--- config.mk ---
export PLATFORM = sky130hd
export DESIGN_NAME = uart_program_loader
export DESIGN_NICKNAME = d
export VERILOG_FILES = /design/src/rtl/uart_program_loader_pkg.sv /design/src/rtl/uart_rx_byte.sv /design/src/rtl/uart_program_loader.sv
export SDC_FILE = /design/constraint.sdc
export NUM_CORES = 1
export LEC_CHECK = 0
export BUFFER_PORTS_ARGS = -buffer_cell sky130_fd_sc_hd__buf_4
export CORE_MARGIN = 2
export CORE_UTILIZATION = 50
export DETAILED_ROUTE_END_ITERATION = 7
export GPL_ROUTABILITY_DRIVEN = 0
export PLACE_DENSITY = 0.69
export SYNTH_ARGS = -nofsm -noshare
export SYNTH_HDL_FRONTEND = slang
export SYNTH_SLANG_ARGS = --single-unit
--- constraint.sdc ---
create_clock -name CLK -period 4.94 [get_ports CLK]
set_input_delay 0.247 -clock CLK [delete_from_list [all_inputs] [get_ports CLK]]
set_output_delay 0.247 -clock CLK [all_outputs]
set_load 0.01 [all_outputs]
--- src/rtl/uart_program_loader_pkg.sv ---
`default_nettype none
// ============================================================================
//  Module      : uart_program_loader_pkg
//  Description : Shared constants, types and helpers for the UART program
//                loader: bit-period computation, halt word default and the
//                receiver state encoding.
//  Revision    : 1.0 - initial release
// ============================================================================
package uart_program_loader_pkg;

    // Word that terminates a program download; it is never written to memory.
    localparam logic [15:0] HALT_WORD_DEFAULT = 16'hFFFF;

    // Receiver states, explicit 2-bit encoding.
    typedef enum logic [1:0] {
        RX_IDLE  = 2'd0,
        RX_START = 2'd1,
        RX_DATA  = 2'd2,
        RX_STOP  = 2'd3
    } rx_state_t;

    // System clocks per UART bit, truncating division (868 at 100 MHz / 115200).
    function automatic int clks_per_bit(input int clk_freq, input int baud);
        return clk_freq / baud;
    endfunction

endpackage : uart_program_loader_pkg
`default_nettype wire

--- src/rtl/uart_rx_byte.sv ---
`default_nettype none
// ============================================================================
//  Module      : uart_rx_byte
//  Description : 8N1 UART receiver. Two-flop synchronizer on the serial input,
//                falling-edge start detection, mid-bit sampling and stop-bit
//                checking. Emits a one-cycle rx_valid with rx_byte, or a
//                one-cycle frame_err when the stop bit reads low.
//  Revision    : 1.0 - initial release
// ============================================================================
module uart_rx_byte
    import uart_program_loader_pkg::*;
#(
    parameter int CLK_FREQ = 100_000_000,
    parameter int BAUD     = 115200
) (
    input  logic       clk,
    input  logic       rst_n,
    input  logic       rxd,
    output logic [7:0] rx_byte,
    output logic       rx_valid,
    output logic       frame_err
);

    localparam int CLKS_PER_BIT = clks_per_bit(CLK_FREQ, BAUD);
    localparam int HALF_BIT     = CLKS_PER_BIT / 2;
    localparam int TIMER_W      = $clog2(CLKS_PER_BIT + 1);

    localparam logic [TIMER_W-1:0] C_HALF_LAST = TIMER_W'(HALF_BIT - 1);
    localparam logic [TIMER_W-1:0] C_FULL_LAST = TIMER_W'(CLKS_PER_BIT - 1);

    logic               r_sync1;
    logic               r_sync2;
    logic               r_sync_d;
    rx_state_t          r_state;
    logic [TIMER_W-1:0] r_timer;
    logic [2:0]         r_bit_cnt;
    logic [7:0]         r_shift;
    logic               r_valid;
    logic               r_frame_err;

    // Bring the asynchronous line into the clock domain; keep one extra
    // delayed copy so a 1->0 transition can be seen. Idle level is high.
    always_ff @(posedge clk or negedge rst_n) begin
        if (!rst_n) begin
            r_sync1  <= 1'b1;
            r_sync2  <= 1'b1;
            r_sync_d <= 1'b1;
        end else begin
            r_sync1  <= rxd;
            r_sync2  <= r_sync1;
            r_sync_d <= r_sync2;
        end
    end

    // Receiver FSM: start detect, mid-bit sampling, stop check. The edge
    // detector needs a high-to-low transition, so after a framing error the
    // FSM naturally stays idle until the line has returned high.
    always_ff @(posedge clk or negedge rst_n) begin
        if (!rst_n) begin
            r_state     <= RX_IDLE;
            r_timer     <= '0;
            r_bit_cnt   <= '0;
            r_shift     <= '0;
            r_valid     <= 1'b0;
            r_frame_err <= 1'b0;
        end else begin
            r_valid     <= 1'b0;
            r_frame_err <= 1'b0;
            case (r_state)
                RX_IDLE: begin
                    if (r_sync_d && !r_sync2) begin
                        r_state <= RX_START;
                        r_timer <= '0;
                    end
                end
                RX_START: begin
                    if (r_timer == C_HALF_LAST) begin
                        r_timer   <= '0;
                        r_bit_cnt <= '0;
                        // A line that is high again at mid start bit was a glitch.
                        r_state   <= r_sync2 ? RX_IDLE : RX_DATA;
                    end else begin
                        r_timer <= r_timer + 1'b1;
                    end
                end
                RX_DATA: begin
                    if (r_timer == C_FULL_LAST) begin
                        r_timer <= '0;
                        r_shift <= {r_sync2, r_shift[7:1]};
                        if (r_bit_cnt == 3'd7) begin
                            r_state <= RX_STOP;
                        end else begin
                            r_bit_cnt <= r_bit_cnt + 3'd1;
                        end
                    end else begin
                        r_timer <= r_timer + 1'b1;
                    end
                end
                RX_STOP: begin
                    if (r_timer == C_FULL_LAST) begin
                        r_timer <= '0;
                        r_state <= RX_IDLE;
                        if (r_sync2) begin
                            r_valid <= 1'b1;
                        end else begin
                            r_frame_err <= 1'b1;
                        end
                    end else begin
                        r_timer <= r_timer + 1'b1;
                    end
                end
                default: r_state <= RX_IDLE;
            endcase
        end
    end

    assign rx_byte   = r_shift;
    assign rx_valid  = r_valid;
    assign frame_err = r_frame_err;

endmodule : uart_rx_byte
`default_nettype wire

--- src/rtl/uart_program_loader.sv ---
`default_nettype none
// ============================================================================
//  Module      : uart_program_loader
//  Description : Receives a program over UART, pairs bytes (high then low)
//                into 16-bit instructions and writes them sequentially into
//                instruction memory. Raises a sticky load_done on a halt word
//                or after the last memory location is written.
//  Revision    : 1.0 - initial release
// ============================================================================
module uart_program_loader
    import uart_program_loader_pkg::*;
#(
    parameter int          CLK_FREQ  = 100_000_000,
    parameter int          BAUD      = 115200,
    parameter int          ADDR_W    = 5,
    parameter logic [15:0] HALT_WORD = HALT_WORD_DEFAULT
) (
    input  logic              CLK,
    input  logic              CPU_RESETN,
    input  logic              UART_TXD_IN,
    output logic              wr_en,
    output logic [ADDR_W-1:0] wr_addr,
    output logic [15:0]       wr_data,
    output logic              load_done,
    output logic              frame_err
);

    localparam logic [ADDR_W-1:0] C_LAST_ADDR = '1;

    logic [7:0]        w_rx_byte;
    logic              w_rx_valid;
    logic              w_frame_err;
    logic [15:0]       w_word;

    logic              r_phase_low;   // 0: next byte is the high byte
    logic [7:0]        r_high_byte;
    logic [ADDR_W-1:0] r_count;
    logic              r_wr_en;
    logic [ADDR_W-1:0] r_wr_addr;
    logic [15:0]       r_wr_data;
    logic              r_load_done;

    uart_rx_byte #(
        .CLK_FREQ (CLK_FREQ),
        .BAUD     (BAUD)
    ) u_rx (
        .clk       (CLK),
        .rst_n     (CPU_RESETN),
        .rxd       (UART_TXD_IN),
        .rx_byte   (w_rx_byte),
        .rx_valid  (w_rx_valid),
        .frame_err (w_frame_err)
    );

    assign w_word = {r_high_byte, w_rx_byte};

    // Word assembly, write strobe generation, address counting and load_done.
    always_ff @(posedge CLK or negedge CPU_RESETN) begin
        if (!CPU_RESETN) begin
            r_phase_low <= 1'b0;
            r_high_byte <= '0;
            r_count     <= '0;
            r_wr_en     <= 1'b0;
            r_wr_addr   <= '0;
            r_wr_data   <= '0;
            r_load_done <= 1'b0;
        end else begin
            r_wr_en <= 1'b0;

            if (w_frame_err) begin
                // A bad frame drops any half-assembled word.
                r_phase_low <= 1'b0;
            end else if (w_rx_valid) begin
                if (!r_phase_low) begin
                    r_high_byte <= w_rx_byte;
                    r_phase_low <= 1'b1;
                end else begin
                    r_phase_low <= 1'b0;
                    if (!r_load_done) begin
                        if (w_word != HALT_WORD) begin
                            r_wr_en   <= 1'b1;
                            r_wr_addr <= r_count;
                            r_wr_data <= w_word;
                        end else begin
                            r_load_done <= 1'b1;
                        end
                    end
                end
            end

            // Advance the address after each write; the final location ends
            // the load instead of wrapping back to zero.
            if (r_wr_en) begin
                if (r_wr_addr == C_LAST_ADDR) begin
                    r_load_done <= 1'b1;
                end else begin
                    r_count <= r_count + 1'b1;
                end
            end
        end
    end

    assign wr_en     = r_wr_en;
    assign wr_addr   = r_wr_addr;
    assign wr_data   = r_wr_data;
    assign load_done = r_load_done;
    assign frame_err = w_frame_err;

endmodule : uart_program_loader
`default_nettype wire
# == Word level (Yosys, flattened, before mapping) ==
# Cells that the tools add are included.
# totals
input_bits,3
ff_bits,65
# classes
n_bitwise,4
mux,36
n_addsub,3
reduce_logical,12
eq_ne,14
# op_table
cell,count
$mux W10,3
$pmux W10 S3,1
$mux W1,21
$ne A16 B16 Y1 const B,1
$mux W2,6
$add A10 B1 Y10 const B,1
$eq A10 B10 Y1 const B,1
$eq A10 B9 Y1 const B,1
$ne A2 B1 Y1 const B,5
$reduce_and A5 Y1,2
$mux W3,3
$pmux W2 S4,1
$pmux W3 S2,1
$add A5 B1 Y5 const B,1
$eq A5 B5 Y1 const B,1
$eq A2 B2 Y1 const B,2
$not A1 Y1,4
$reduce_and A2 Y1,2
$reduce_and A4 Y1,1
$reduce_bool A2 Y1,2
$add A3 B1 Y3 const B,1
$eq A3 B3 Y1 const B,1
$reduce_and A3 Y1,1
$eq A2 B1 Y1 const B,1
5 further kinds,5

# == Depth between registers and ports, before layout ==
# Gate-level depths: netlist (run 1).
# logic_depth
word_depth,8
depth_mapped,6
depth_no_buf,6

# == Hierarchy ==
# Synthesis (run 1) repeated with hierarchy kept, for this count alone.
# hier_totals
cells_unflattened,213
hier_area_um2,2887.8
# by_module_without_submodules
mod,area_per_inst_um2,cells_each,instances
uart_program_loader,1535.2,93,1
uart_rx_byte,1352.5,120,1

# == Worst setup path before layout (run 1) ==
# No wires, ideal clock.
# synth_path
path_type,reg-to-reg
from,register u_rx.r_bit_cnt[0]
to,register u_rx.r_bit_cnt[1]
stages_incl_launch_ff,7
synth_period_minus_slack_ns,1.717
arrival_ns,1.596
path_slack_ns,3.223
path_cell_list,dfrtp_1 ha_1 ha_1 or3b_1 nor4_4 nor2_1 a22o_1
# synth_between
elab_chain_cells,4
elab_cells_between_ends,7
classes_between,add/sub (1); eq/ne (2); mux (3); reduce/logical (1)
# synth_lines
element,line_no,rtl
from (decl),uart_rx_byte.sv:36,logic [2:0] r_bit_cnt;
from (signal assigned),uart_rx_byte.sv:93,r_bit_cnt <= r_bit_cnt + 3'd1;
$add A3 B1 Y3,uart_rx_byte.sv:93,
$mux W3,uart_rx_byte.sv:90,if (r_bit_cnt == 3'd7) begin
$mux W3,uart_rx_byte.sv:87,if (r_timer == C_FULL_LAST) begin
$pmux W3 S2,uart_rx_byte.sv:69,case (r_state)
# Several ways; a longest one is shown, not always the timed one. The select of a mux whose other input is x is not followed.
# A chain may end at the register's enable or synchronous reset.

# == Final worst setup path (run 1) ==
# layout_path
from,register u_rx.r_timer[0]
to,"register u_rx.r_shift[5], in the netlist u_rx.rx_byte[5]"
# layout_between
elab_chain_cells,2
# layout_lines
element,line_no,rtl
from (decl),uart_rx_byte.sv:35,logic [TIMER_W-1:0] r_timer;
from (signal assigned),uart_rx_byte.sv:83,r_timer <= r_timer + 1'b1;
from (signal assigned),uart_rx_byte.sv:96,r_timer <= r_timer + 1'b1;
from (signal assigned),uart_rx_byte.sv:109,r_timer <= r_timer + 1'b1;
$eq A10 B10 Y1,uart_rx_byte.sv:87,
$reduce_and A2 Y1 (no source line),n/a,
to (signal assigned),uart_rx_byte.sv:89,"r_shift <= {r_sync2, r_shift[7:1]};"
to (decl),uart_rx_byte.sv:37,logic [7:0] r_shift;
# No other way between the ends.

==> run metrics, run 1 <==
status complete, but fails checks; failing checks hold timing; CP top delay family simple AND/OR/NAND/NOR gates; XOR/XNOR Fraction of Synth Area 2.43%; CTS tree done; cell taking the most area after synthesis dfrtp_1; Post-synth top cells 62 x dfrtp_1, 37 x mux2_2, 11 x o21ai_0; RSZ-0062 raised after global routing no; die area 0.00638 mm2; CTS Root Cell clkbuf_8; Fin Hold WS -2.83 ps; met1 WL 2.45 mm; worst vdd ir 218 uV; DR vias 1830; setup TNS 0 ps; largest net degree at the start of global routing 66; Synth Area in Simple Gates 14.5%; router iterations before antenna repair 4; crit-path max cell delay 430 ps; Core Footprint 0.00554 mm2; share of post-route cells with drive strength above 1 38.2%; total of max-cap violations 0; CTS clk-pin slew, worst paths 70 ps; ant diodes 0; Max clock buf depth 2; top layer in use met4; YS warnings 0; ANT nets after route 0; dpl hpwl 3.46 mm; Worst-Margin Slew 809 ps; nets@finish 257; worst-case clock skew 6.86 ps; die extent in x 79.9 um; Leak Pwr 1.63 nW; die height 79.9 um; Avg Inst Size Synth 13.5 um2; fraction of synthesized area in multiplexers 14.5%; clk_lat worst skew 340 ps; CP Launch Type flip-flop; Post-Synth Adder-Cell Area 2.17%; first-pass GRT wire length 8.56 mm; PD cells 331 mW/mm2; met3 wire len 215 um; Final Total Pwr 1.10 mW; count leader, synth dfrtp_1; worst hold-check path type in -> async; Critical Path Start u_rx.r_timer[0]; Crit path buffers/inverters 0; Seq/Total Area, Yosys 56.6%; total number of H-tree levels 3; Initial Utilization 52.0%; Slew headroom 46.1%; ys flop type dfrtp_1; Critical-path top delay cell dfrtp_1; max frequency 520 MHz; crit-path cells ha_1 > nand2b_1 > nor4_4 > and2b_1 > mux2_2; Gate Count Post-Synth 214; CTS resizes 0; r2r startpoint u_rx.r_timer[0]; routed wl met2 2.37 mm; drt total wl 5.12 mm; Yosys top cell area share 53.9%; total gr overflow 0; post-synthesis compound-gate area fraction 8.12%; pins over their slew limit 0; period utilization 39.0%; crit path DAT 2150 ps; ranking of synthesized cells by area dfrtp_1 54%, mux2_2 14%, dfstp_2 2.7%; Fin. Hold Viols 4; Post-synth EDFFs 0; total track usage 18.0%; post-layout min period 1920 ps; CTS Buf Count 9; initial DRC count 72; DRC viols 0; share of synthesized flip-flops with an asynchronous set or reset 100%; syn nets 222; Row Count 27; clock sink count 65; crit end category flip-flop; vias in the first global route 1726; DR vias/cell 5.61; number of buffers added on ports 26; boundary pin count 27; wire per inst 15.7 um; synthesized flop and latch total 65; largest family of logic cells by synthesized area simple AND/OR/NAND/NOR gates; final setup violation count 0; antenna violations before repair 0; Mapped Area 0.00288 mm2; critical path class reg -> reg; worst-path fanout max 8; Worst EP required 5170 ps; Netlist cell types 45; synthesis-to-finish area growth 15.3%
-- per-stage QoR --
| step | hold WS [ps] | cells | util [%] | setup WS (ps) | instance area [um2] |
|---|---|---|---|---|---|
| after floorplan | -48.6 | 214 | - | 3220 | 2880 |
| after global placement | 350 | 309 | 56.8 | 3080 | 3150 |
| after detailed placement | 349 | 309 | 56.8 | 3010 | 3150 |
| after CTS | 10.8 | 326 | 59.9 | 3010 | 3320 |
| after global routing | 58.7 | 326 | 59.9 | 2910 | 3320 |
| final | -2.83 | 326 | 59.9 | 3020 | 3320 |
-- worst reg2reg max path, cell delays in order (launching register included) --
cell	delay (ps)
dfrtp_1	430
ha_1	250
nand2b_1	160
nor4_4	240
and2b_1	360
mux2_2	380
-- repair_timing --
action | CTS | global route
hold endpoints to repair | 1 | 0
hold buffers | 1 | 0
setup buffers | 0 | 0
-- path summary, 6_finish.rpt --
path                                        end  slack (ps)  cells after the start
max in group asynchronous       u_rx.r_timer[0]        4410                      1
worst max-delay path            u_rx.rx_byte[5]        3020                      5
worst min-delay path                 wr_addr[1]          -3                      1
worst max register to register  u_rx.rx_byte[5]        3020                      5
worst min register to register     u_rx.r_sync2         360                      0
min in group CLK                   u_rx.r_sync2         360                      0
-- sequential cells by signal, indices dropped and copies added (netlist names), named ones only --
name,cells
wr_data,16
r_phase_low,1
u_rx.r_bit_cnt,3
r_high_byte,8
load_done,1
u_rx.r_sync1,1
u_rx.frame_err,1
u_rx.rx_byte,8
wr_en,1
u_rx.r_state,1
u_rx.r_sync2,1
u_rx.r_timer,10
wr_addr,5
u_rx.r_sync_d,1
u_rx.rx_valid,1
r_count,5
-- final cells by class --
| cell class | instances | area, um2 |
|---|---|---|
| inverter | 5 | 18.8 |
| clock inverter | 6 | 36.3 |
| multi-input combinational | 140 | 1200 |
| clock buffer | 10 | 128 |
| timing repair buffer | 28 | 213 |
| sequential | 65 | 1630 |
| fill | 474 | 2220 |
| tap | 72 | 90.1 |
-- power breakdown --
group / internal [mW] / total (mW) / switching [mW] / leakage, nW
clock: 0.179 / 0.378 / 0.199 / 0.0858
sequential: 0.555 / 0.590 / 0.0347 / 0.891
combinational: 0.0485 / 0.130 / 0.0814 / 0.651
-- layer usage --
metal	vias to the layer above	GRT usage, %
li1	876	-
met1	915	25.1
met2	31	25.8
met3	8	5.09
met4	0	8.64
met5	-	0
-- placed cells by master, fill, tap and decap left out, drive strengths merged, types with 3 or more instances in the layout --
cell type / n
clkbuf: 10
dfstp: 3
nor3: 8
ha: 5
a21oi: 3
nor4: 3
nor2: 5
nand2: 9
nand3: 3
nor2b: 4
nand4: 8
clkinv: 5
mux2: 37
o21ai: 11
buf: 27
dfrtp: 62
xnor2: 7
o211ai: 5
inv: 5
a31oi: 4
-- cells by family after synthesis --
| logic type | count (synthesis) |
|---|---|
| AO/OA/AOI/OAI | 33 |
| XOR/XNOR | 8 |
| adder cells (fa/ha/maj) | 5 |
| buffers and inverters | 9 |
| flip-flops | 65 |
| multiplexers | 37 |
| AND/OR/NAND/NOR | 57 |
(Power assumes the default switching activity.)
==> run 2: changes to the inputs <==
ABC_AREA = 1   (was unset)
clock period = 1.9 ns   (was 4.94 ns; I/O delays follow)
==> run metrics, run 2 <==
share of post-route cells with drive strength above 1 15.2% (-23 points); area taken by multi-input logic gates 0.00105 mm2 (-12%); Slew headroom 47.1% (+1.0 points); DR vias/cell 4.94 (-12%); RSZ-0062 raised after global routing no; Post-synth top cells 122 x nand2_1, 62 x dfrtp_1, 27 x inv_1; CP top delay family simple AND/OR/NAND/NOR gates; wire per inst 11.8 um (-25%); XOR/XNOR Fraction of Synth Area 2.16% (-0.27 points); router iterations before antenna repair 5 (+1); ant diodes 0 (unchanged); crit path DAT 1810 ps (-340 ps); Gate Count Post-Synth 323 (+51%); die height 79.3 um (-0.71%); die extent in x 79.3 um (-0.71%); boundary pin count 27 (unchanged); CTS Root Cell clkbuf_8; worst vdd ir 649 uV (+200%); drt total wl 5.14 mm (+0.37%); max reg flops 16 (unchanged); Critical-path top delay cell dfrtp_1; clk_lat worst skew 340 ps (about the same); critical path class reg -> reg; worst-case clock skew 4.89 ps (-1.97 ps); count leader, synth nand2_1; pins over their slew limit 0 (unchanged); net load switching power 987 uW (+210%); CP Launch Type flip-flop; dpl hpwl 3.46 mm (about the same); Netlist cell types 29 (-36%); total of max-cap violations 0 (unchanged); Fin. Hold Viols 0 (-4); crit-path most repeated cell nand2_1; antenna violations before repair 0 (unchanged); Core Footprint 0.00551 mm2 (-0.61%); CTS tree done; Max clock buf depth 2 (unchanged); initial DRC count 92 (+28%); synthesis-to-finish area growth 17.4%; Initial Utilization 51.5% (-0.45 points); Mapped Area 0.00284 mm2 (-1.5%); Filler Cells Inserted 511 (+7.8%); setup TNS 0 ps (unchanged); hold-fix buffers at CTS 2 (+1); max frequency 632 MHz (+22%); Leak Pwr 1.71 nW (+5.3%); total track usage 18.6% (+0.64 points); global-route met2 utilization 30.8% (+4.9 points); CTS resizes 0 (unchanged); vias in the first global route 2085 (+21%); Post-DP Area 0.00309 mm2 (-1.8%); synthesized flop and latch total 65 (unchanged); first-pass GRT wire length 9.04 mm (+5.6%); period utilization 83.3% (+44 points); global routing usage on met3 4.32% (-0.77 points); Post-Synth Adder-Cell Area 2.20% (+0.033 points); post-route cell area 0.00333 mm2 (+0.30%); Row Count 27 (unchanged); Seq/Total Area, Yosys 57.5% (+0.85 points); DRC viols 0 (unchanged); CTS Buf Count 9 (unchanged); YS warnings 0 (unchanged); ANT nets after route 0 (unchanged); Sw Share 29.0% (+0.25 points); sequential power share 45.2% (-8.5 points); fin util 60.5% (+0.55 points); Int Power 2.42 mW (+210%); crit-path cells ha_1 > nand2_1 > nor2_2 > nand3_2 > nand2_1 > nand2_1 > o21ai_0 > nor2_1; worst-path fanout max 6 (-2); Avg Inst Size Synth 8.79 um2 (-35%); fraction of synthesized area in multiplexers 0.397% (-14 points); syn nets 331 (+49%); CTS clk-pin slew, worst paths 70 ps (about the same); number of buffers added on ports 26 (unchanged); Crit path buffers/inverters 0 (unchanged); crit end category flip-flop; Worst EP required 2130 ps (-3040 ps); Worst-Margin Slew 793 ps (-15.7 ps); hold path start u_rx.r_sync1; Yosys top cell area share 54.7% (+0.81 points); postcts setup bufs 0 (unchanged); Critical Path Start u_rx.r_timer[0]; share of total power in the clock network 38.2% (+3.7 points); nets@finish 366 (+42%); busiest grt layer met2; largest family of logic cells by synthesized area simple AND/OR/NAND/NOR gates; Reg area 0.00163 mm2 (unchanged); Synth Area in Simple Gates 26.0% (+12 points); final setup violation count 0 (unchanged); ranking of synthesized cells by area dfrtp_1 55%, nand2_1 16%, inv_1 3.6%; commonest non-fill, non-tap cell in the layout nand2_1; worst hold-check path type reg -> reg; clock sink count 65 (unchanged); DR vias 2148 (+17%); share of synthesized flip-flops with an asynchronous set or reset 100% (unchanged); cell taking the most area after synthesis dfrtp_1; r2r startpoint u_rx.r_timer[0]; ys flop type dfrtp_1; total gr overflow 0 (unchanged); post-layout min period 1580 ps (-343 ps); largest net degree at the start of global routing 66 (unchanged); total number of H-tree levels 3 (unchanged); Post-synth EDFFs 0 (unchanged); combinational fraction of design power 16.6% (+4.8 points); crit-path max cell delay 380 ps (-50 ps); PD cells 1020 mW/mm2 (+210%); post-synthesis compound-gate area fraction 6.44% (-1.7 points); most frequent cells in the layout 122 x nand2_1, 62 x dfrtp_1, 28 x buf_4, 27 x inv_1, 25 x nor2_1; status finished clean; met1 GRT Util 22.8% (-2.3 points); die area 0.00629 mm2 (-1.4%)
## run 2: cell types whose count changed after synthesis, moves of 9 or more
cell and change:
nor2_1 +21, nand3_1 +12, mux2_2 -36, nand2_1 +113, inv_1 +22, o21ai_0 +9
## run 2: path summary, 6_finish.rpt
check                                        to  slack [ps]  cells past startpoint
worst min register to register     u_rx.r_sync2         360                      0
max in group asynchronous       u_rx.r_timer[0]        1000                      2
worst max register to register  u_rx.r_timer[3]         320                      8
min in group asynchronous            wr_addr[2]         370                      2
worst min-delay path               u_rx.r_sync2         360                      0
worst max-delay path            u_rx.r_timer[3]         320                      8
## run 2: cell type report
| type | instances | area share, % |
|---|---|---|
| clock buffers | 11 | 4.24 |
| clock inverters | 5 | 2.37 |
| inverters | 28 | 3.16 |
| multi-input cells | 224 | 31.7 |
| flip-flops and latches | 65 | 48.9 |
| well taps | 72 | 2.70 |
| repair buffers | 30 | 6.91 |
## run 2: stage by stage
| step | hold WS, ps | std cells | power [mW] | worst slack, ps |
|---|---|---|---|---|
| 2_1_floorplan | -201 | 323 | 1.97 | 504 |
| 3_3_place_gp | 203 | 417 | 2.12 | 367 |
| 3_5_place_dp | 205 | 417 | 2.13 | 321 |
| 4_1_cts | 360 | 435 | 3.45 | 304 |
| 5_1_grt | 366 | 435 | 3.62 | 104 |
| 6_report | 358 | 435 | 3.41 | 318 |
## run 2: layer usage
layer	vias to the layer above	part of all wire (%)	wire, um
met5	-	0	0
met4	0	2.3	119
met3	10	4.0	205
met2	46	46	2370
met1	1004	48	2450
li1	1088	-	-
## run 2: kinds of logic (layout without fill, tap and decap cells)
group | Yosys count | count (layout)
AND/OR/NAND/NOR | 178 | 178
AO/OA/AOI/OAI | 33 | 33
buffers and inverters | 34 | 74
adder cells (fa/ha/maj) | 5 | 5
flip-flops | 65 | 65
XOR/XNOR | 7 | 7
multiplexers | 1 | 1
## run 2: power groups by stage
| stage | clock [mW] | combinational [mW] | sequential [mW] |
|---|---|---|---|
| floorplan | 0 | 0.421 | 1.55 |
| global placement | 0 | 0.555 | 1.56 |
| detailed placement | 0 | 0.568 | 1.56 |
| CTS | 1.33 | 0.576 | 1.54 |
| global route | 1.39 | 0.681 | 1.55 |
| finish | 1.30 | 0.567 | 1.54 |
## run 2: worst reg2reg max path, delay by kind of cell (launching register included)
| kind | cells | cell delay, ps |
|---|---|---|
| DFF | 1 | 380 |
| adders and majority gates | 1 | 220 |
| AOI/OAI and AO/OA | 1 | 200 |
| and+or+nand+nor | 6 | 670 |
==> run 3: changes to the inputs <==
ABC_AREA = 0   (was 1)
clock period = 1.65 ns   (was 1.9 ns; I/O delays follow)
==> run metrics, run 3 (same netlist as run 1, synthesis figures left out) <==
Slew headroom 70.4% (+23 points); status complete, but fails checks; most frequent cells in the layout 65 x buf_4, 60 x dfrtp_1, 29 x mux2_2, 11 x clkbuf_8, 9 x nand2_1; RSZ-0062 raised after global routing yes; DR vias 2070 (-3.6%); Reg area 0.00163 mm2 (+0.15%); commonest non-fill, non-tap cell in the layout buf_4; max frequency 588 MHz (-7.0%); vias in the first global route 1999 (-4.1%); Leak Pwr 1.90 nW (+11%); CP Launch Type flip-flop; PD cells 969 mW/mm2 (-5.3%); die height 79.9 um (+0.71%); crit path DAT 1970 ps (+160 ps); Cell Count Post-Placement 347 (-17%); worst vdd ir 833 uV (+28%); Filler Cells Inserted 402 (-21%); clock sink count 65 (unchanged); Core Footprint 0.00554 mm2 (+0.61%); DRC viols 0 (unchanged); Row Count 27 (unchanged); initial DRC count 94 (+2.2%); router iterations before antenna repair 4 (-1); die extent in x 79.9 um (+0.71%); antenna violations before repair 0 (unchanged); Initial Utilization 52.0% (+0.45 points); boundary pin count 27 (unchanged); pins over their slew limit 0 (unchanged); drt total wl 6.00 mm (+17%); share of post-route cells with drive strength above 1 53.0% (+38 points); first-pass GRT wire length 9.64 mm (+6.6%); worst hold-check path type in -> async; ANT nets after route 0 (unchanged); Finished Layout Cells 372 (-14%); DR vias/cell 5.56 (+13%); number of buffers added on ports 26 (unchanged); Max clock buf depth 2 (unchanged); setup TNS -236 ps (-236 ps); critical path class reg -> reg; Fin. Hold Viols 0 (unchanged); dpl hpwl 3.84 mm (+11%); period utilization 103% (+20 points); Fin Hold WS 293 ps (-64.9 ps); worst-case clock skew 7.37 ps (+2.48 ps); worst setup slack after layout -50.7 ps (-369 ps); clk_lat worst skew 330 ps (about the same); ant diodes 0 (unchanged); Worst-Margin Slew 441 ps (-352 ps); synthesis-to-finish area growth 35.3%; CTS clk-pin slew, worst paths 60 ps (about the same); largest net degree at the start of global routing 66 (unchanged); failing checks setup timing; Final Total Pwr 3.78 mW (+11%); final setup violation count 12 (+12); CTS Buf Count 9 (unchanged); total of max-cap violations 0 (unchanged); worst-path fanout max 3 (-3); post-layout min period 1700 ps (+119 ps); die area 0.00638 mm2 (+1.4%); total gr overflow 0 (unchanged); wire per inst 16.1 um (+37%); Worst EP required 1920 ps (-210 ps); max reg flops 16 (unchanged); total number of H-tree levels 3 (unchanged); pre-CTS setup slack -71.5 ps (-392 ps); CTS Root Cell clkbuf_8; nets@finish 303 (-17%); crit end category flip-flop; CTS tree done; area taken by multi-input logic gates 0.00137 mm2 (+29%); total track usage 20.0% (+1.4 points)
-- run 3: critical path, cell delays in order (launching register included) --
cell and delay (ps):
dfrtp_1 380, ha_2 200, ha_4 150, or3b_4 370, nor4_4 230, buf_4 170
a22o_1 130
-- run 3: layout make-up --
cell class | count | area share (%)
tap | 72 | 2.31
sequential | 65 | 41.9
inverter | 5 | 0.482
clock buffer | 14 | 4.17
multi-input combinational | 141 | 35.0
clock inverter | 2 | 0.321
timing repair buffer | 73 | 15.8
-- run 3: through the flow --
stage                     cell area [um2]  util, %
after floorplan                      2890        -
after global placement               3480     62.9
after detailed placement             3480     62.9
after CTS                            3780     68.2
after global routing                 3900     70.3
final                                3900     70.3
-- run 3: final timing paths --
path,endpoint,slack [ps],start,cells past startpoint
worst max-delay path,u_rx.r_bit_cnt[1],-50,u_rx.r_bit_cnt[0],6
worst min-delay path,wr_addr[3],290,CPU_RESETN,3
worst max register to register,u_rx.r_bit_cnt[1],-50,u_rx.r_bit_cnt[0],6
worst min register to register,u_rx.r_sync2,360,u_rx.r_sync1,0
max in group asynchronous,u_rx.r_sync_d,1030,CPU_RESETN,3
min in group CLK,u_rx.r_sync2,360,u_rx.r_sync1,0
-- run 3: per-layer routing --
layer  track usage (%)  up-vias  share of wire (%)
met2              31.5       46                 53
met4              7.12        0               0.87
met1              26.2     1054                 42
met3              6.11        4                3.9
met5                 0        -                  0
li1                  -      966                  -
-- run 3: power by group --
group / switching, mW / internal [mW]
clock network: 0.541 / 0.627
logic: 0.449 / 0.419
registers: 0.0736 / 1.67
total: 1.06 / 2.71
-- run 3: timing repair --
item | 4_1_cts | 5_1_grt
hold buffers | 2 | 0
pin swaps | 4 | 13
gates resized for setup | 20 | 18
setup endpoints to repair | 18 | 41
buffers inserted | 2 | 4
hold endpoints to repair | 63 | 0
cloned | 1 | 1
